==> src/rtl/uart_pkg.sv <==
// Shared UART definitions: receiver FSM encodings, default frame geometry and
// the even-parity reduction used by both the receiver and the transmitter.
package uart_pkg;

   localparam int N_BITS_DEF  = 8;
   localparam int OS_TICK_DEF = 16;
   localparam int SB_TICK_DEF = 16;
   localparam int PAR_W       = 16;

   typedef enum logic [2:0] {
      ST_IDLE   = 3'd0,
      ST_START  = 3'd1,
      ST_DATA   = 3'd2,
      ST_PARITY = 3'd3,
      ST_STOP   = 3'd4,
      ST_BREAK  = 3'd5
   } rx_state_t;

   // Parity bit that makes the total count of ones even; callers zero-extend.
   function automatic logic even_parity(input logic [PAR_W-1:0] data);
      return ^data;
   endfunction

endpackage

==> src/rtl/rx_fifo.sv <==
// First-word-fall-through synchronous FIFO for received bytes. A write is
// accepted when not full, or when full and a pop frees the slot in the same cycle.
module rx_fifo #(
   parameter int FIFO_AW = 2,
   parameter int N_BITS  = 8
) (
   input  logic              clock,
   input  logic              reset,
   input  logic              wr,
   input  logic [N_BITS-1:0] wdata,
   input  logic              rd,
   output logic [N_BITS-1:0] rdata,
   output logic              empty,
   output logic              full
);

   localparam int DEPTH = 2 ** FIFO_AW;

   logic [N_BITS-1:0] mem [DEPTH];
   logic [FIFO_AW:0]  wr_ptr;
   logic [FIFO_AW:0]  rd_ptr;
   logic              rd_en;
   logic              wr_en;

   assign empty = (wr_ptr == rd_ptr);
   assign full  = (wr_ptr[FIFO_AW] != rd_ptr[FIFO_AW]) &&
                  (wr_ptr[FIFO_AW-1:0] == rd_ptr[FIFO_AW-1:0]);

   assign rd_en = rd & ~empty;
   assign wr_en = wr & (~full | rd_en);

   assign rdata = mem[rd_ptr[FIFO_AW-1:0]];

   // Storage is reset so the head reads zero after a flush.
   always_ff @(posedge clock or negedge reset) begin
      if (!reset) begin
         wr_ptr <= '0;
         rd_ptr <= '0;
         for (int i = 0; i < DEPTH; i++) begin
            mem[i] <= '0;
         end
      end else begin
         if (wr_en) begin
            mem[wr_ptr[FIFO_AW-1:0]] <= wdata;
            wr_ptr                   <= wr_ptr + 1'b1;
         end
         if (rd_en) begin
            rd_ptr <= rd_ptr + 1'b1;
         end
      end
   end

endmodule

==> src/rtl/rx_uart.sv <==
// UART receiver: oversampled 8N1 deframer feeding a small FWFT byte FIFO.
// Define RX_PARITY_EN to receive 8E1 frames with parity checking.
//
// state    | meaning
// ---------+------------------------------------------------------
// IDLE     | line idle, waiting for a falling edge on rx_s
// START    | counting to the middle of the start bit, glitch check
// DATA     | sampling N_BITS data bits LSB-first at mid-bit
// PARITY   | sampling the even-parity bit (RX_PARITY_EN only)
// STOP     | sampling the stop bit, deciding push / error
// BREAK    | line held low after a framing error, wait for idle
module rx_uart
   import uart_pkg::*;
#(
   parameter int N_BITS  = N_BITS_DEF,
   parameter int OS_TICK = OS_TICK_DEF,
   parameter int SB_TICK = SB_TICK_DEF,
   parameter int FIFO_AW = 2
) (
   input  logic              clock,
   input  logic              reset,
   input  logic              s_tick,
   input  logic              rx,
   input  logic              rd_i,
   output logic [N_BITS-1:0] dout_o,
   output logic              empty_o,
   output logic              full_o,
   output logic              rx_done_tick,
   output logic              framing_err,
   output logic              overrun_err,
   output logic              parity_err
);

   localparam int NW = (N_BITS > 1) ? $clog2(N_BITS) : 1;

   logic              rx_meta;
   logic              rx_s;

   rx_state_t         state;
   rx_state_t         state_nx;
   logic [3:0]        s_cnt;
   logic [3:0]        s_cnt_nx;
   logic [NW-1:0]     n_cnt;
   logic [NW-1:0]     n_cnt_nx;
   logic [N_BITS-1:0] b_reg;
   logic [N_BITS-1:0] b_nx;
   logic              push_pend;
   logic              push_nx;
   logic              ferr_q;
   logic              ferr_nx;
   logic              par_bad;

   always_ff @(posedge clock or negedge reset) begin
      if (!reset) begin
         rx_meta <= 1'b1;
         rx_s    <= 1'b1;
      end else begin
         rx_meta <= rx;
         rx_s    <= rx_meta;
      end
   end

`ifdef RX_PARITY_EN
   logic p_reg;
   logic p_nx;
   logic perr_q;
   logic perr_nx;

   assign par_bad = even_parity(PAR_W'(b_reg)) ^ p_reg;
`else
   assign par_bad = 1'b0;
`endif

   always_ff @(posedge clock or negedge reset) begin
      if (!reset) begin
         state     <= ST_IDLE;
         s_cnt     <= '0;
         n_cnt     <= '0;
         b_reg     <= '0;
         push_pend <= 1'b0;
         ferr_q    <= 1'b0;
      end else begin
         state     <= state_nx;
         s_cnt     <= s_cnt_nx;
         n_cnt     <= n_cnt_nx;
         b_reg     <= b_nx;
         push_pend <= push_nx;
         ferr_q    <= ferr_nx;
      end
   end

`ifdef RX_PARITY_EN
   always_ff @(posedge clock or negedge reset) begin
      if (!reset) begin
         p_reg  <= 1'b0;
         perr_q <= 1'b0;
      end else begin
         p_reg  <= p_nx;
         perr_q <= perr_nx;
      end
   end
`endif

   always_comb begin
      state_nx = state;
      s_cnt_nx = s_cnt;
      n_cnt_nx = n_cnt;
      b_nx     = b_reg;
      push_nx  = 1'b0;
      ferr_nx  = 1'b0;
`ifdef RX_PARITY_EN
      p_nx     = p_reg;
      perr_nx  = 1'b0;
`endif
      case (state)
         ST_IDLE: begin
            if (!rx_s) begin
               state_nx = ST_START;
               s_cnt_nx = '0;
            end
         end
         ST_START: begin
            if (s_tick) begin
               if (s_cnt == 4'(OS_TICK/2 - 1)) begin
                  if (!rx_s) begin
                     state_nx = ST_DATA;
                     s_cnt_nx = '0;
                     n_cnt_nx = '0;
                  end else begin
                     state_nx = ST_IDLE;
                  end
               end else begin
                  s_cnt_nx = s_cnt + 4'd1;
               end
            end
         end
         ST_DATA: begin
            if (s_tick) begin
               if (s_cnt == 4'(OS_TICK - 1)) begin
                  s_cnt_nx = '0;
                  b_nx     = {rx_s, b_reg[N_BITS-1:1]};
                  if (n_cnt == NW'(N_BITS - 1)) begin
`ifdef RX_PARITY_EN
                     state_nx = ST_PARITY;
`else
                     state_nx = ST_STOP;
`endif
                  end else begin
                     n_cnt_nx = n_cnt + 1'b1;
                  end
               end else begin
                  s_cnt_nx = s_cnt + 4'd1;
               end
            end
         end
`ifdef RX_PARITY_EN
         ST_PARITY: begin
            if (s_tick) begin
               if (s_cnt == 4'(OS_TICK - 1)) begin
                  s_cnt_nx = '0;
                  p_nx     = rx_s;
                  state_nx = ST_STOP;
               end else begin
                  s_cnt_nx = s_cnt + 4'd1;
               end
            end
         end
`endif
         ST_STOP: begin
            if (s_tick) begin
               if (s_cnt == 4'(SB_TICK - 1)) begin
                  s_cnt_nx = '0;
                  if (!rx_s) begin
                     ferr_nx  = 1'b1;
                     state_nx = ST_BREAK;
                  end else if (par_bad) begin
`ifdef RX_PARITY_EN
                     perr_nx  = 1'b1;
`endif
                     state_nx = ST_IDLE;
                  end else begin
                     push_nx  = 1'b1;
                     state_nx = ST_IDLE;
                  end
               end else begin
                  s_cnt_nx = s_cnt + 4'd1;
               end
            end
         end
         ST_BREAK: begin
            if (rx_s) begin
               state_nx = ST_IDLE;
            end
         end
         default: begin
            state_nx = ST_IDLE;
         end
      endcase
   end

   // A full FIFO still accepts the byte when the consumer pops in the same cycle.
   assign rx_done_tick = push_pend & (~full_o | rd_i);
   assign overrun_err  = push_pend & full_o & ~rd_i;
   assign framing_err  = ferr_q;
`ifdef RX_PARITY_EN
   assign parity_err   = perr_q;
`else
   assign parity_err   = 1'b0;
`endif

   rx_fifo #(
      .FIFO_AW (FIFO_AW),
      .N_BITS  (N_BITS)
   ) u_fifo (
      .clock (clock),
      .reset (reset),
      .wr    (push_pend),
      .wdata (b_reg),
      .rd    (rd_i),
      .rdata (dout_o),
      .empty (empty_o),
      .full  (full_o)
   );

endmodule

==> config.mk <==
export PLATFORM = sky130hd
export DESIGN_NAME = rx_uart
export DESIGN_NICKNAME = d
export VERILOG_FILES = /design/src/rtl/uart_pkg.sv /design/src/rtl/rx_fifo.sv /design/src/rtl/rx_uart.sv
export SDC_FILE = /design/constraint.sdc
export NUM_CORES = 1
export LEC_CHECK = 0
export CAP_MARGIN = 30
export CORE_MARGIN = 2
export CORE_UTILIZATION = 40
export CTS_CLUSTER_SIZE = 20
export DETAILED_ROUTE_END_ITERATION = 6
export REMOVE_ABC_BUFFERS = 1
export SYNTH_ARGS = -nofsm -noshare
export SYNTH_HDL_FRONTEND = slang
export SYNTH_SLANG_ARGS = --single-unit
export TNS_END_PERCENT = 30
==> constraint.sdc <==
create_clock -name clock -period 1.9 [get_ports clock]
set_clock_uncertainty 0.2 [all_clocks]
set_input_delay 0.57 -clock clock [delete_from_list [all_inputs] [get_ports clock]]
set_output_delay 0.57 -clock clock [all_outputs]
set_load 0.01 [all_outputs]
Word level (Yosys, flattened, before mapping)

Cells that the tools add are included.
Widths: inputs -> output; s select.

Flip-flop bits (word level): 60
Input bits: 5
Output and inout port bits: 14
Word-level logic and storage cells: 104

$add $sub $neg: 4
Magnitude comparators: 3
Equal/unequal tests: 22
Muxes and demuxes: 39
Bitwise logic cells: 12
Reduce and logical (&&, ||, !) cells: 10

Operator list:

| cell                | count |
|---|---|
| $mux 3              | 16 |
| $bwmux 32           | 1 |
| $mux 8              | 3 |
| $ne 2x2->1 const B  | 11 |
| $mux 4              | 5 |
| $bmux 8 s2          | 1 |
| $demux 8 s2         | 1 |
| $pmux 3 s5          | 1 |
| $pmux 4 s3          | 1 |
| $add 3x1->3 const B | 3 |
| $eq 3x3->1 const B  | 3 |
| $reduce_and 9->1    | 1 |
| $mux 1              | 8 |
| $reduce_and 7->1    | 1 |
| $ge 3x3->1 const B  | 2 |
| $not 2->3           | 2 |
| $pmux 3 s2          | 1 |
| $reduce_and 3->1    | 2 |
| $and 1x1->1         | 5 |
| $add 4x1->4 const B | 1 |
| $eq 4x3->1 const B  | 1 |
| $eq 4x4->1 const B  | 1 |
| $eq 3x1->1 const B  | 1 |
| $eq 3x2->1 const B  | 1 |
| 13 further kinds    | 17 |

Logic depth before layout (Yosys ltp)

Depth in word-level cells: 6
Gate-level depth with buffers: 7
Mapped depth without buffers: 6

Cells and area by module

From an unflattened synthesis, not the netlist that was laid out.

Cells, all modules: 216
Area, all modules: 3060.4 um^2

By module, submodules not included:

| module  | times used | cells each | area each (um^2) | sequential area each (um^2) |
|---|---|---|---|---|
| rx_fifo | 1          | 111        | 1875.5           | 950.9 |
| rx_uart | 1          | 105        | 1184.9           | 553.0 |

Worst setup path before layout

No wires, ideal clock.

Path kind: register -> output
From: register u_fifo.rd_ptr[0]
To: output rx_done_tick
Arrival: 1217 ps
Required time: 1130 ps
Slack: -87 ps
Stages on the path, launching flop included: 6
Cell sequence: dfrtp_1 -> buf_6 -> xor2_4 -> nor4_2 -> nor2b_2 -> buf_12

Cells in the longest elaborated chain, start to end: 5

Ends and longest elaborated chain:

| element                | line           | RTL |
|---|---|---|
| from (decl)            | rx_fifo.sv:21  | `logic [FIFO_AW:0] rd_ptr;` |
| from (signal assigned) | rx_fifo.sv:48  | `rd_ptr <= rd_ptr + 1'b1;` |
| $eq 2x2->1             | rx_fifo.sv:27  | `(wr_ptr[FIFO_AW-1:0] == rd_ptr[FIFO_AW-1:0]);` |
| $logic_and 1x1->1      | rx_fifo.sv:26  | `assign full = (wr_ptr[FIFO_AW] != rd_ptr[FIFO_AW]) &&` |
| $not 1->1              | rx_uart.sv:202 | `assign rx_done_tick = push_pend & (~full_o \| rd_i);` |
| $or 1x1->1             | rx_uart.sv:202 |  |
| $and 1x1->1            | rx_uart.sv:202 |  |
| to (decl)              | rx_uart.sv:28  | `output logic rx_done_tick,` |

Every way passes these cells.

Worst setup path in the final report

From: register u_fifo.rd_ptr[0]
To: output dout_o[5]

Cells in the longest elaborated chain, start to end: 4

Ends and longest elaborated chain:

| element                                    | line          | RTL |
|---|---|---|
| $not 2->3 (not written as such)            | rx_fifo.sv:32 | `assign rdata = mem[rd_ptr[FIFO_AW-1:0]];` |
| $bmux 8 s2                                 | rx_fifo.sv:32 |  |
| $mux 8 (not written as such) (2 in series) | rx_fifo.sv:32 |  |
| to (decl)                                  | rx_uart.sv:25 | `output logic [N_BITS-1:0] dout_o,` |

Every way passes these cells. The select of a mux whose other input is x is not followed.

==> metrics.cfg <==
[layout]
mostFrequentLayoutCells=dfrtp_1, buf_4, mux2_4, nand2_1
syn2layout_area_growth_pct=31.89
largest_register_ffs=32
fin_area_um2=4119
n_antenna_cell=0
fillCellCount=654
fin_nets=320
layout-drive-gt1-share_pct=53.85

[global_routing]
grt_overflow_total=0
gr-usage-met1_pct=20.89
grt_pass1_vias=2166
antenna_found_initial=0
grt_usage_pct=16.58
grt_use_met2_pct=26.70
gr-usage-met3_pct=5.777
busiest_layer=met2
grt_pass1_wl_um=10810
grt_max_degree=27

[cts]
cts-root-buf=clkbuf_8
htree_levels=3
clockBufferDepth=2
cts_num_sinks=60
clkSlewWorstSetupHoldPaths_ns=0.07
cts_tree=built
cts_made_buffers=9
clkLatencyLatePin_ns=0.34

[min_path]
hold_path.class=reg -> reg

[place]
hpwl_um=4238
io_buffers=17
gp_congestion=0.8397
dpl_cell_area_um2=3837

[logic_synthesis]
synth_edf_count=0
synthCells=224
synth_top_area_cell=dfrtp_1
yosysTopAreaCellShare_pct=46.47
synthArstFlopShare_pct=100.0
synth_area_per_cell_um2=13.94
yosys_warnings=0
yosysSeqAreaShare_pct=48.16
synth_cell_types=48
ys_seq_elements=60
yosys-top-cells-area=dfrtp_1, mux2_4, mux4_1
synth_ff_type=dfrtp_1
synth_area_um2=3123

[sta]
min_period_ns=2.395
slew_violations=0
fin_crit_sh_pct=126.1
hold_viol_final=0
setup_slack_ns=-0.4954
fmax_ghz=0.4175
finalSetupViolations=44
rsz0062_at_grt=true

[run]
timing.max_cap.violations=0

[drt]
wl_per_cell_um=15.13
drtAntennaViolNets=0
drt-pass1-iter-count=4
drt_iter0_drc=110
totalWireLength_um=6265
drc=0
route.vias.total=2040
viasPerCell=4.928

[floorplan]
die_h_um=92.36
rows=32
start_util_pct=40.84
coreArea_um2=7647
dieWidth_um=92.36
dieArea_um2=8530
ios=19

[power_and_ir_drop]
power_w=0.004278
ir_drop_uv=557.4
switching_power_w=0.001335
p_clk_share_pct=29.4
leakage_nw=2.079
p_comb_share_pct=35.1
p_int_w=0.002943
p_seq_share_pct=35.5
power_density_nw_per_um2=1039
swShare_pct=31.20

[status]
status=complete, but fails checks
violations=setup timing

[critical_path]
arrival_ns=1.63
start_kind=register
crit_type=reg -> out
worst-path-max-fanout=6
endpoint_kind=output pin
cp.required_ns=1.13

logic make-up (layout without fill, tap and decap cells):
kind of cell	count (synthesis)	in the layout	synth area share (%)
xor gates and xnor gates	8	8	3.085
DFF	60	60	48.16
other	1	1	0.1201
AOI/OAI and AO/OA	33	33	6.691
muxes	49	49	25.36
adders and majority gates	8	8	3.205
buffers and inverters	16	104	2.964
and+or+nand+nor	49	49	10.42
final cells by class:
class | count | area [um^2] | share of cell area (%)
multi-input combinational | 148 | 1565 | 38.00
sequential | 60 | 1506 | 36.57
timing repair buffer | 81 | 676.9 | 16.43
clock buffer | 10 | 127.6 | 3.098
tap | 102 | 127.6 | 3.098
clock inverter | 6 | 88.84 | 2.157
inverter | 7 | 26.28 | 0.6379
worst max-delay path, stage by stage, from the launching register on:
cell	delay (ns)
dfrtp_2	0.46
buf_8	0.16
mux4_2	0.53
buf_6	0.14
repair_timing:
| item | in CTS | in global routing |
|---|---|---|
| pin swaps | 12 | 10 |
| cloned | 0 | 0 |
| gates resized for setup | 76 | 15 |
| hold buffers | 1 | 0 |
| hold endpoints to repair | 12 | 0 |
| buffers inserted | 4 | 3 |
| setup endpoints to repair | 48 | 58 |
synthesized netlist by cell type, types with 2 or more instances:
library cell  number
nand2_8            4
o211ai_1           3
nor4_1             3
dfstp_2            2
nand2b_1           3
inv_1              7
o31ai_1            2
nor2_1             6
buf_4              2
clkbuf_1           4
a31oi_1            2
xnor2_1            5
mux4_1             8
mux2_2             9
and3_1             2
nand3_1            6
a21oi_1            9
nor3_1             2
dfrtp_1           58
nand2_1           11
o21ai_0            8
mux2_4            32
ha_1               8
a22o_1             2
nor2b_1            3
power groups by stage:
stage               sequential (W)  combinational, W  clock (W)
global route               0.00153           0.00166    0.00136
CTS                        0.00152           0.00153    0.00129
finish                     0.00152           0.00150    0.00126
global placement           0.00152           0.00130          0
floorplan                  0.00159          0.000631          0
detailed placement         0.00153           0.00132          0
per-stage QoR:
stage / setup slack (ns) / hold WS, ns / TNS [ns] / instances / utilization, %
final: -0.4954 / 0.1656 / -5.330 / 414 / 53.86
after global routing: -0.5698 / 0.1675 / -9.166 / 414 / 53.86
after CTS: -0.5384 / 0.1710 / -7.111 / 415 / 53.45
after detailed placement: -0.9761 / 0.1553 / -32.24 / 394 / 50.18
after global placement: -0.9812 / 0.1467 / -30.86 / 394 / 50.18
after floorplan: -0.5729 / 0.07441 / -21.20 / 215 / -
layer usage:
metal	vias to the layer above	share of wire [%]
met3	9	4.1
met2	34	49
met4	0	1.7
met5	-	0
met1	1024	46
li1	973	-
worst paths after layout:
kind,start,cells after the start,end,slack [ns]
setup / recovery,u_fifo.rd_ptr[0],3,dout_o[5],-0.50
hold / removal,rx_meta,0,rx_s,0.17
setup reg to reg,s_cnt[1],6,s_cnt[1],-0.07
hold reg to reg,rx_meta,0,rx_s,0.17
max in group asynchronous,reset,3,rx_s,0.47
min in group asynchronous,reset,2,u_fifo.mem[18],0.48
No activity file was read; power rests on OpenSTA's default activity.
